--- src/rtl/ps2_host_tx_pkg.sv ---
// ps2_host_tx_pkg: FSM states, PS/2 command bytes, 100 MHz timing defaults and parity helper.
package ps2_host_tx_pkg;
  typedef enum logic [2:0] {
    ST_IDLE,
    ST_INHIBIT,
    ST_RTS,
    ST_WAIT_DEV,
    ST_SHIFT,
    ST_ACK,
    ST_WAIT_IDLE
  } state_t;
  localparam logic [7:0] PS2_CMD_SET_LED = 8'hED;
  localparam logic [7:0] PS2_CMD_RESET   = 8'hFF;
  localparam logic [7:0] PS2_CMD_ENABLE  = 8'hF4;
  localparam int PS2_INHIBIT_CYCLES = 12_000;
  localparam int PS2_START_TIMEOUT  = 1_500_000;
  localparam int PS2_FRAME_TIMEOUT  = 200_000;
  localparam int PS2_MAX_RETRY      = 3;
  function automatic logic odd_parity(input logic [7:0] d);
    return ~^d;
  endfunction
endpackage

--- src/rtl/ps2_host_tx_if.sv ---
// ps2_host_tx_if: byte request handshake and completion status between a client and ps2_host_tx.
interface ps2_host_tx_if;
  logic [7:0] tx_data;
  logic       tx_valid;
  logic       tx_ready;
  logic       busy;
  logic       done;
  logic       ack_err;
  logic       timeout_err;
  modport master (output tx_data, tx_valid, input tx_ready, busy, done, ack_err, timeout_err);
  modport slave  (input tx_data, tx_valid, output tx_ready, busy, done, ack_err, timeout_err);
endinterface

--- src/rtl/ps2_line_sync.sv ---
// ps2_line_sync: 2-FF synchroniser for the PS/2 pins plus falling-edge detect on the clock line.
module ps2_line_sync (
  input  logic clk,
  input  logic rst_n,
  input  logic clk_in,
  input  logic data_in,
  output logic clk_s,
  output logic data_s,
  output logic fall
);
  logic [1:0] clk_sr, data_sr;
  logic       clk_prev;
  always_ff @(posedge clk or negedge rst_n)
    if (!rst_n) begin
      clk_sr   <= 2'b11;
      data_sr  <= 2'b11;
      clk_prev <= 1'b1;
    end else begin
      clk_sr   <= {clk_sr[0], clk_in};
      data_sr  <= {data_sr[0], data_in};
      clk_prev <= clk_sr[1];
    end
  assign clk_s  = clk_sr[1];
  assign data_s = data_sr[1];
  assign fall   = clk_prev & ~clk_sr[1];
endmodule

--- src/rtl/ps2_host_tx.sv ---
// ps2_host_tx: PS/2 host-to-device byte transmitter driving open-drain enables; PS2_TX_AUTO_RETRY_EN adds resend on NACK/timeout.
module ps2_host_tx
  import ps2_host_tx_pkg::*;
#(
  parameter int INHIBIT_CYCLES = PS2_INHIBIT_CYCLES,
  parameter int START_TIMEOUT  = PS2_START_TIMEOUT,
  parameter int FRAME_TIMEOUT  = PS2_FRAME_TIMEOUT
`ifdef PS2_TX_AUTO_RETRY_EN
  , parameter int MAX_RETRY    = PS2_MAX_RETRY
`endif
) (
  input  logic         clk,
  input  logic         rst_n,
  ps2_host_tx_if.slave bus,
  input  logic         ps2_clk_i,
  input  logic         ps2_data_i,
  output logic         ps2_clk_oe,
  output logic         ps2_data_oe
);
  localparam logic [20:0] INH_LIM   = 21'(INHIBIT_CYCLES - 1);
  localparam logic [20:0] START_LIM = 21'(START_TIMEOUT - 1);
  localparam logic [20:0] FRAME_LIM = 21'(FRAME_TIMEOUT - 1);
  state_t      state, state_d;
  logic [20:0] timer, timer_d;
  logic [3:0]  bit_cnt, bit_cnt_d;
  logic [7:0]  tx_byte, tx_byte_d;
  logic        par, par_d, clk_oe, clk_oe_d, data_oe, data_oe_d;
  logic        done, done_d, ack_err, ack_err_d, timeout_err, timeout_err_d;
  logic        clk_s, data_s, fall, to, fin;
`ifdef PS2_TX_AUTO_RETRY_EN
  localparam int RW = $clog2(MAX_RETRY + 1);
  logic [RW-1:0] retry, retry_d;
`endif
  ps2_line_sync u_sync (
    .clk    (clk),
    .rst_n  (rst_n),
    .clk_in (ps2_clk_i),
    .data_in(ps2_data_i),
    .clk_s  (clk_s),
    .data_s (data_s),
    .fall   (fall)
  );
  assign to  = (state == ST_WAIT_DEV && timer >= START_LIM) ||
               ((state == ST_SHIFT || state == ST_ACK || state == ST_WAIT_IDLE) && timer >= FRAME_LIM);
  assign fin = to || (state == ST_WAIT_IDLE && clk_s && data_s);
  always_comb begin
    state_d       = state;
    timer_d       = &timer ? timer : timer + 21'd1;
    bit_cnt_d     = bit_cnt;
    tx_byte_d     = tx_byte;
    par_d         = par;
    clk_oe_d      = clk_oe;
    data_oe_d     = data_oe;
    done_d        = 1'b0;
    ack_err_d     = ack_err;
    timeout_err_d = timeout_err;
`ifdef PS2_TX_AUTO_RETRY_EN
    retry_d       = retry;
`endif
    case (state)
      ST_IDLE: if (bus.tx_valid) begin
        state_d       = ST_INHIBIT;
        tx_byte_d     = bus.tx_data;
        par_d         = odd_parity(bus.tx_data);
        bit_cnt_d     = 4'd0;
        timer_d       = '0;
        clk_oe_d      = 1'b1;
        ack_err_d     = 1'b0;
        timeout_err_d = 1'b0;
`ifdef PS2_TX_AUTO_RETRY_EN
        retry_d       = '0;
`endif
      end
      ST_INHIBIT: if (timer == INH_LIM) begin
        state_d   = ST_RTS;
        data_oe_d = 1'b1;
      end
      ST_RTS: begin
        state_d  = ST_WAIT_DEV;
        clk_oe_d = 1'b0;
        timer_d  = '0;
      end
      ST_WAIT_DEV: if (fall) begin
        state_d   = ST_SHIFT;
        bit_cnt_d = 4'd1;
        data_oe_d = ~tx_byte[0];
        timer_d   = '0;
      end
      // bit_cnt holds the fall count so far: 1..7 -> next data bit, 8 -> parity, 9 -> stop
      ST_SHIFT: if (fall) begin
        bit_cnt_d = bit_cnt + 4'd1;
        data_oe_d = bit_cnt < 4'd8 ? ~tx_byte[bit_cnt[2:0]] : (bit_cnt == 4'd8 ? ~par : 1'b0);
        state_d   = bit_cnt == 4'd9 ? ST_ACK : ST_SHIFT;
      end
      ST_ACK: if (fall) begin
        bit_cnt_d = bit_cnt + 4'd1;
        ack_err_d = data_s;
        state_d   = ST_WAIT_IDLE;
      end
      default: ;
    endcase
    if (fin) begin
      state_d       = ST_IDLE;
      clk_oe_d      = 1'b0;
      data_oe_d     = 1'b0;
      done_d        = 1'b1;
      timeout_err_d = to;
      ack_err_d     = ~to & ack_err;
`ifdef PS2_TX_AUTO_RETRY_EN
      if ((to || ack_err) && int'(retry) < MAX_RETRY) begin
        state_d       = ST_INHIBIT;
        retry_d       = retry + 1'b1;
        clk_oe_d      = 1'b1;
        done_d        = 1'b0;
        timer_d       = '0;
        bit_cnt_d     = 4'd0;
        ack_err_d     = 1'b0;
        timeout_err_d = 1'b0;
      end
`endif
    end
  end
  always_ff @(posedge clk or negedge rst_n)
    if (!rst_n) begin
      state       <= ST_IDLE;
      timer       <= '0;
      bit_cnt     <= '0;
      tx_byte     <= '0;
      par         <= 1'b0;
      clk_oe      <= 1'b0;
      data_oe     <= 1'b0;
      done        <= 1'b0;
      ack_err     <= 1'b0;
      timeout_err <= 1'b0;
`ifdef PS2_TX_AUTO_RETRY_EN
      retry       <= '0;
`endif
    end else begin
      state       <= state_d;
      timer       <= timer_d;
      bit_cnt     <= bit_cnt_d;
      tx_byte     <= tx_byte_d;
      par         <= par_d;
      clk_oe      <= clk_oe_d;
      data_oe     <= data_oe_d;
      done        <= done_d;
      ack_err     <= ack_err_d;
      timeout_err <= timeout_err_d;
`ifdef PS2_TX_AUTO_RETRY_EN
      retry       <= retry_d;
`endif
    end
  assign bus.tx_ready    = state == ST_IDLE;
  assign bus.busy        = state != ST_IDLE;
  assign bus.done        = done;
  assign bus.ack_err     = ack_err;
  assign bus.timeout_err = timeout_err;
  assign ps2_clk_oe      = clk_oe;
  assign ps2_data_oe     = data_oe;
endmodule

--- src/flat_wrapper.sv ---
// flat-port wrapper written by rule: the top's interface ports become plain ports
module ps2_host_tx_flat import ps2_host_tx_pkg::*;
#(
  parameter int INHIBIT_CYCLES = PS2_INHIBIT_CYCLES,
  parameter int START_TIMEOUT  = PS2_START_TIMEOUT,
  parameter int FRAME_TIMEOUT  = PS2_FRAME_TIMEOUT

)
  (clk, rst_n, ps2_clk_i, ps2_data_i, ps2_clk_oe, ps2_data_oe, bus_tx_data, bus_tx_valid, bus_tx_ready, bus_busy, bus_done, bus_ack_err, bus_timeout_err);
  ps2_host_tx_if bus_i ();
  input  logic clk;
  input  logic rst_n;
  input  logic ps2_clk_i;
  input  logic ps2_data_i;
  output logic ps2_clk_oe;
  output logic ps2_data_oe;
  input wire logic [$bits(bus_i.tx_data)-1:0] bus_tx_data;
  input wire logic [$bits(bus_i.tx_valid)-1:0] bus_tx_valid;
  output wire logic [$bits(bus_i.tx_ready)-1:0] bus_tx_ready;
  output wire logic [$bits(bus_i.busy)-1:0] bus_busy;
  output wire logic [$bits(bus_i.done)-1:0] bus_done;
  output wire logic [$bits(bus_i.ack_err)-1:0] bus_ack_err;
  output wire logic [$bits(bus_i.timeout_err)-1:0] bus_timeout_err;
  assign bus_i.tx_data = bus_tx_data;
  assign bus_i.tx_valid = bus_tx_valid;
  assign bus_tx_ready = bus_i.tx_ready;
  assign bus_busy = bus_i.busy;
  assign bus_done = bus_i.done;
  assign bus_ack_err = bus_i.ack_err;
  assign bus_timeout_err = bus_i.timeout_err;
  ps2_host_tx #(.INHIBIT_CYCLES(INHIBIT_CYCLES), .START_TIMEOUT(START_TIMEOUT), .FRAME_TIMEOUT(FRAME_TIMEOUT)) u_core (.clk(clk), .rst_n(rst_n), .bus(bus_i), .ps2_clk_i(ps2_clk_i), .ps2_data_i(ps2_data_i), .ps2_clk_oe(ps2_clk_oe), .ps2_data_oe(ps2_data_oe));
endmodule
--- config.mk ---
export PLATFORM = sky130hd
export DESIGN_NAME = ps2_host_tx_flat
export DESIGN_NICKNAME = d
export VERILOG_FILES = /design/src/rtl/ps2_host_tx_pkg.sv /design/src/rtl/ps2_host_tx_if.sv /design/src/rtl/ps2_line_sync.sv /design/src/rtl/ps2_host_tx.sv /design/src/flat_wrapper.sv
export SDC_FILE = /design/constraint.sdc
export NUM_CORES = 1
export LEC_CHECK = 0
export CAP_MARGIN = 40
export CELL_PAD_IN_SITES_DETAIL_PLACEMENT = 0
export CELL_PAD_IN_SITES_GLOBAL_PLACEMENT = 2
export CORE_ASPECT_RATIO = 0.9
export CORE_MARGIN = 10
export CORE_UTILIZATION = 37
export CTS_BUF_LIST = sky130_fd_sc_hd__clkbuf_16
export DETAILED_ROUTE_END_ITERATION = 10
export GPL_TIMING_DRIVEN = 0
export PLACE_DENSITY = 0.81
export SYNTH_ARGS = -nofsm -noshare
export SYNTH_HDL_FRONTEND = slang
export SYNTH_SLANG_ARGS = --single-unit
--- constraint.sdc ---
create_clock -name clk -period 3 [get_ports clk]
set_clock_uncertainty 0.15 [all_clocks]
set_input_delay 0.6 -clock clk [delete_from_list [all_inputs] [get_ports clk]]
set_output_delay 0.6 -clock clk [all_outputs]
set_load 0.01 [all_outputs]
==> run summary <==
Max-cap violations in this run came to 0. The min-delay analysis places its worst path in the category primary input to async pin. The tools report the worst slack at placement as 345.1 ps. The clock power share is 0.343.

Number of buffers created by CTS: 5. The flow ran to the end, and the final reports show no timing, DRC or antenna violations. The share of synthesized registers carrying an async set or reset is 1.000, and the sequential cell fraction of total power is 0.443. Routed wirelength normalized by instance count: 17.48 um. The count of final hold-check violations was 0. The logs give 12770 um for the first-pass GRT wire length and 1182 um^2 for the storage element area.

The maximum number of pins on one net before global-route repair came out at 33. The kind of cell with the highest combined delay on the critical path was buffers and inverters. The static leakage was 1.316 nW; the power consumption was 1.915 mW.

For this design the top-level I/O count stands at 20. Counting both buffers and inverters, the worst setup path holds a total of 3. The starting utilization of the core area was 0.3802; the transition time at the pin with the least slew margin was 873.7 ps.

TritonCTS built the clock tree. met1 is the most crowded layer. After clock tree synthesis, the setup repair step added 0 buffers. Setup repair after global routing left no endpoint under its margin.

CTS placed an instance of sky130_fd_sc_hd__clkbuf_16 at the clock tree root. The number of H-tree levels is 2. The clock period could shrink to 2776 ps. The final non-filler cell total is 435, and the layout overhead on the synthesized area is 17.27%. The final instance area was 3381 um^2; the met3 demand-to-capacity share in global routing was 0.02307. sky130_fd_sc_hd__dfrtp_1 takes more of the synthesized area than any other cell. The tools report the share of power burned in combinational logic as 0.214. The number of instances in the synthesized netlist is 311. The total setup violations reported at the end of the flow is 0, and the floorplan die height is 103.7 um. The number of sinks on the clock net is 47, and the clock input transition at the sequential cells of the worst setup and hold paths is 70 ps. For the total wirelength of the detailed-routed design, the log shows 7603 um. For the met2 demand-to-capacity share in global routing, the log shows 0.1800. For the number of antenna cells inserted, the log shows 0. The net switching power of the design was 555.3 uW. For the total overflow reported by the global router, the log shows 0. The count of flip-flops with a built-in enable after synthesis was 0. For the layout filler cell count, the log shows 753. The tools report the endpoint class of the critical path as a primary output.

The first detailed-routing pass took 5 iterations. Via count of the first global-routing pass: 2383. The final route contains 2479 vias. The share of final-layout standard cells stronger than drive strength 1 is 0.1327, and the number of instances in the placed design is 427. The worst IR drop on VDD was 244.8 uV. The average size of a mapped cell was 9.269 um^2; the worst-case setup margin in the final layout was 223.9 ps. In the synthesized netlist the dominant register cell turns out to be sky130_fd_sc_hd__dfrtp_1.

The final critical-path share of the clock period came out at 0.9254. After synthesis, the cell types taking the most area are sky130_fd_sc_hd__dfrtp_1 (36%), sky130_fd_sc_hd__dfstp_2 (4.6%), sky130_fd_sc_hd__xnor2_1 (4.3%). Net count after synthesis: 329.

The most frequent cell after synthesis was sky130_fd_sc_hd__dfrtp_1. For this run, the number of Yosys warnings is 0. The floorplan step set the die width to 113.0 um.

The global placement routability congestion came out at 0.8179. Along the worst path, the maximum fanout reaches 8. The setup check on the worst reg-to-reg path leaves a slack of 360 ps.

The run gives 0.1982 as the met1 track demand over resource in global routing. The maximum clock insertion buffer count is 2, and the data required time at the worst endpoint is 2250 ps. For the quantity of gates resized following cts, the log shows 0. The logs give 11730 um^2 for the area of the die and 3208 um^2 for the area after detailed placement.

Clock latency of the later-clocked register in the worst-skew pair: 290 ps. In the routed layout, each cell is associated on average with a via count of 5.699. In this run, synthesis produced a sequential element count of 47. Traced cell by cell, the critical path runs through clkbuf_1, or3_1, inv_1, clkdlybuf4s50_1. The logs give 57 for the distinct cell type count of the synthesized netlist and 2883 um^2 for the cell area after synthesis. The critical path is of the flop to primary output type. The portion of synthesized cell area occupied by the leading cell type came out at 0.3646. The tools report the data arrival time at the worst-slack endpoint as 2030 ps.

The headroom to the max-slew limit came out at 0.4175. The floorplan has 30 rows. In the final design database the tool counted 356 nets.

The largest single stage delay on the critical path is 550 ps. The number of pins with negative max-slew slack in the final report was 0. The number of port buffers is 19.

The global router's overall resource usage was 0.1304; the total area of multi-input combinational cells was 1567 um^2. The count of nets left with antenna violations once routing finished came out at 0. Based on the critical path, the design can be clocked at up to 360.2 MHz.

The HPWL after detailed placement is 5618 um. Internal power comes to 1.360 mW. Number of buffers inserted for hold repair after clock tree synthesis: 0. The tools report the initial antenna violation count as 0.

Standard cell with the maximum stage delay on the critical path: sky130_fd_sc_hd__clkdlybuf4s50_1. Detailed-route DRC error count: 0. The first-iteration detailed-routing DRC count is 238, and the core outline area is 7582 um^2.

Critical path startpoint category: a flop. For this design the ratio of total power to cell area is 566.5 nW/um^2. The commonest cells after synthesis are sky130_fd_sc_hd__dfrtp_1 (42), sky130_fd_sc_hd__nand2_1 (25), sky130_fd_sc_hd__nor2_1 (25). The post-synthesis sequential area ratio is 0.4102, and the fraction of power spent switching nets is 0.2900.
final cells by class:
cell class | instances | share of cell area
Buffer | 20 | 0.03072
Clock buffer | 5 | 0.03701
Sequential cell | 47 | 0.3497
Clock inverter | 3 | 0.01406
Inverter | 8 | 0.008882
Timing Repair Buffer | 20 | 0.06070
Tap cell | 96 | 0.03553
Multi-Input combinational cell | 236 | 0.4634
cells by family (layout without fill, tap and decap cells):
| family | after synthesis | in the layout | synth area share |
|---|---|---|---|
| and+or+nand+nor | 127 | 127 | 0.2352 |
| AOI/OAI and AO/OA | 72 | 72 | 0.1710 |
| xor gates and xnor gates | 20 | 20 | 0.06076 |
| DFF | 47 | 47 | 0.4102 |
| buffers and inverters | 28 | 56 | 0.04644 |
| muxes | 12 | 12 | 0.05469 |
| adders and majority gates | 5 | 5 | 0.02170 |
power by group through the flow:
| stage | registers, mW | logic [mW] | clock network, mW |
|---|---|---|---|
| finish | 0.849 | 0.411 | 0.656 |
| global route | 0.863 | 0.461 | 0.707 |
| CTS | 0.848 | 0.414 | 0.675 |
| floorplan | 0.829 | 0.298 | 0 |
| detailed placement | 0.861 | 0.412 | 0 |
| global placement | 0.856 | 0.405 | 0 |
final timing paths:
kind / cells past startpoint / to / startpoint
setup / recovery: 4 / bus_tx_ready / u_core.state[1]
setup reg to reg: 8 / u_core.state[2] / u_core.state[1]
hold reg to reg: 0 / u_core.u_sync.data_sr[1] / u_core.u_sync.data_sr[0]
hold / removal: 1 / u_core.timer[9] / rst_n
max in group asynchronous: 2 / u_core.u_sync.clk_sr[0] / rst_n
min in group clk: 0 / u_core.u_sync.data_sr[1] / u_core.u_sync.data_sr[0]
flip-flops by register name, summed over array words and instances, names as in the netlist:
signal	flops
u_core.bus.ack_err	1
u_core.tx_byte	8
u_core.u_sync.clk_prev	1
u_core.par	1
u_core.timer	21
u_core.ps2_data_oe	1
u_core.u_sync.data_sr	2
u_core.ps2_clk_oe	1
u_core.bus.timeout_err	1
u_core.bit_cnt	4
u_core.u_sync.clk_sr	2
u_core.state	3
u_core.bus.done	1
routing by layer:
layer  vias to the layer above  wire [um]
li1                       1207          -
met4                         0         78
met3                         6        275
met1                      1206       4025
met2                        60       3223
met5                         -          0
placed cells by master (no fill, tap or decap), drive strengths merged, types with 4 or more instances in the layout:
master         count
dfrtp             42
nand2             25
nor2              25
clkdlybuf4s50     18
o21ai             17
clkbuf            17
a21oi             15
xnor2             14
nand3             12
nand4             10
mux2              10
buf               10
nor3               9
nor4               9
inv                9
and3               8
o31ai              7
or3                7
xor2               6
nor2b              5
ha                 5
dfstp              5
nand2b             4
a2111oi            4
metrics by stage:
step	util	TNS (ps)	hold slack (ps)
finish	0.4459	0	77.59
global route	0.4459	0	108.3
CTS	0.4459	0	90.41
detailed placement	0.4231	0	199.6
global placement	0.4211	-12300	196.2
floorplan	-	0	154.4
(Power assumes the default switching activity.)
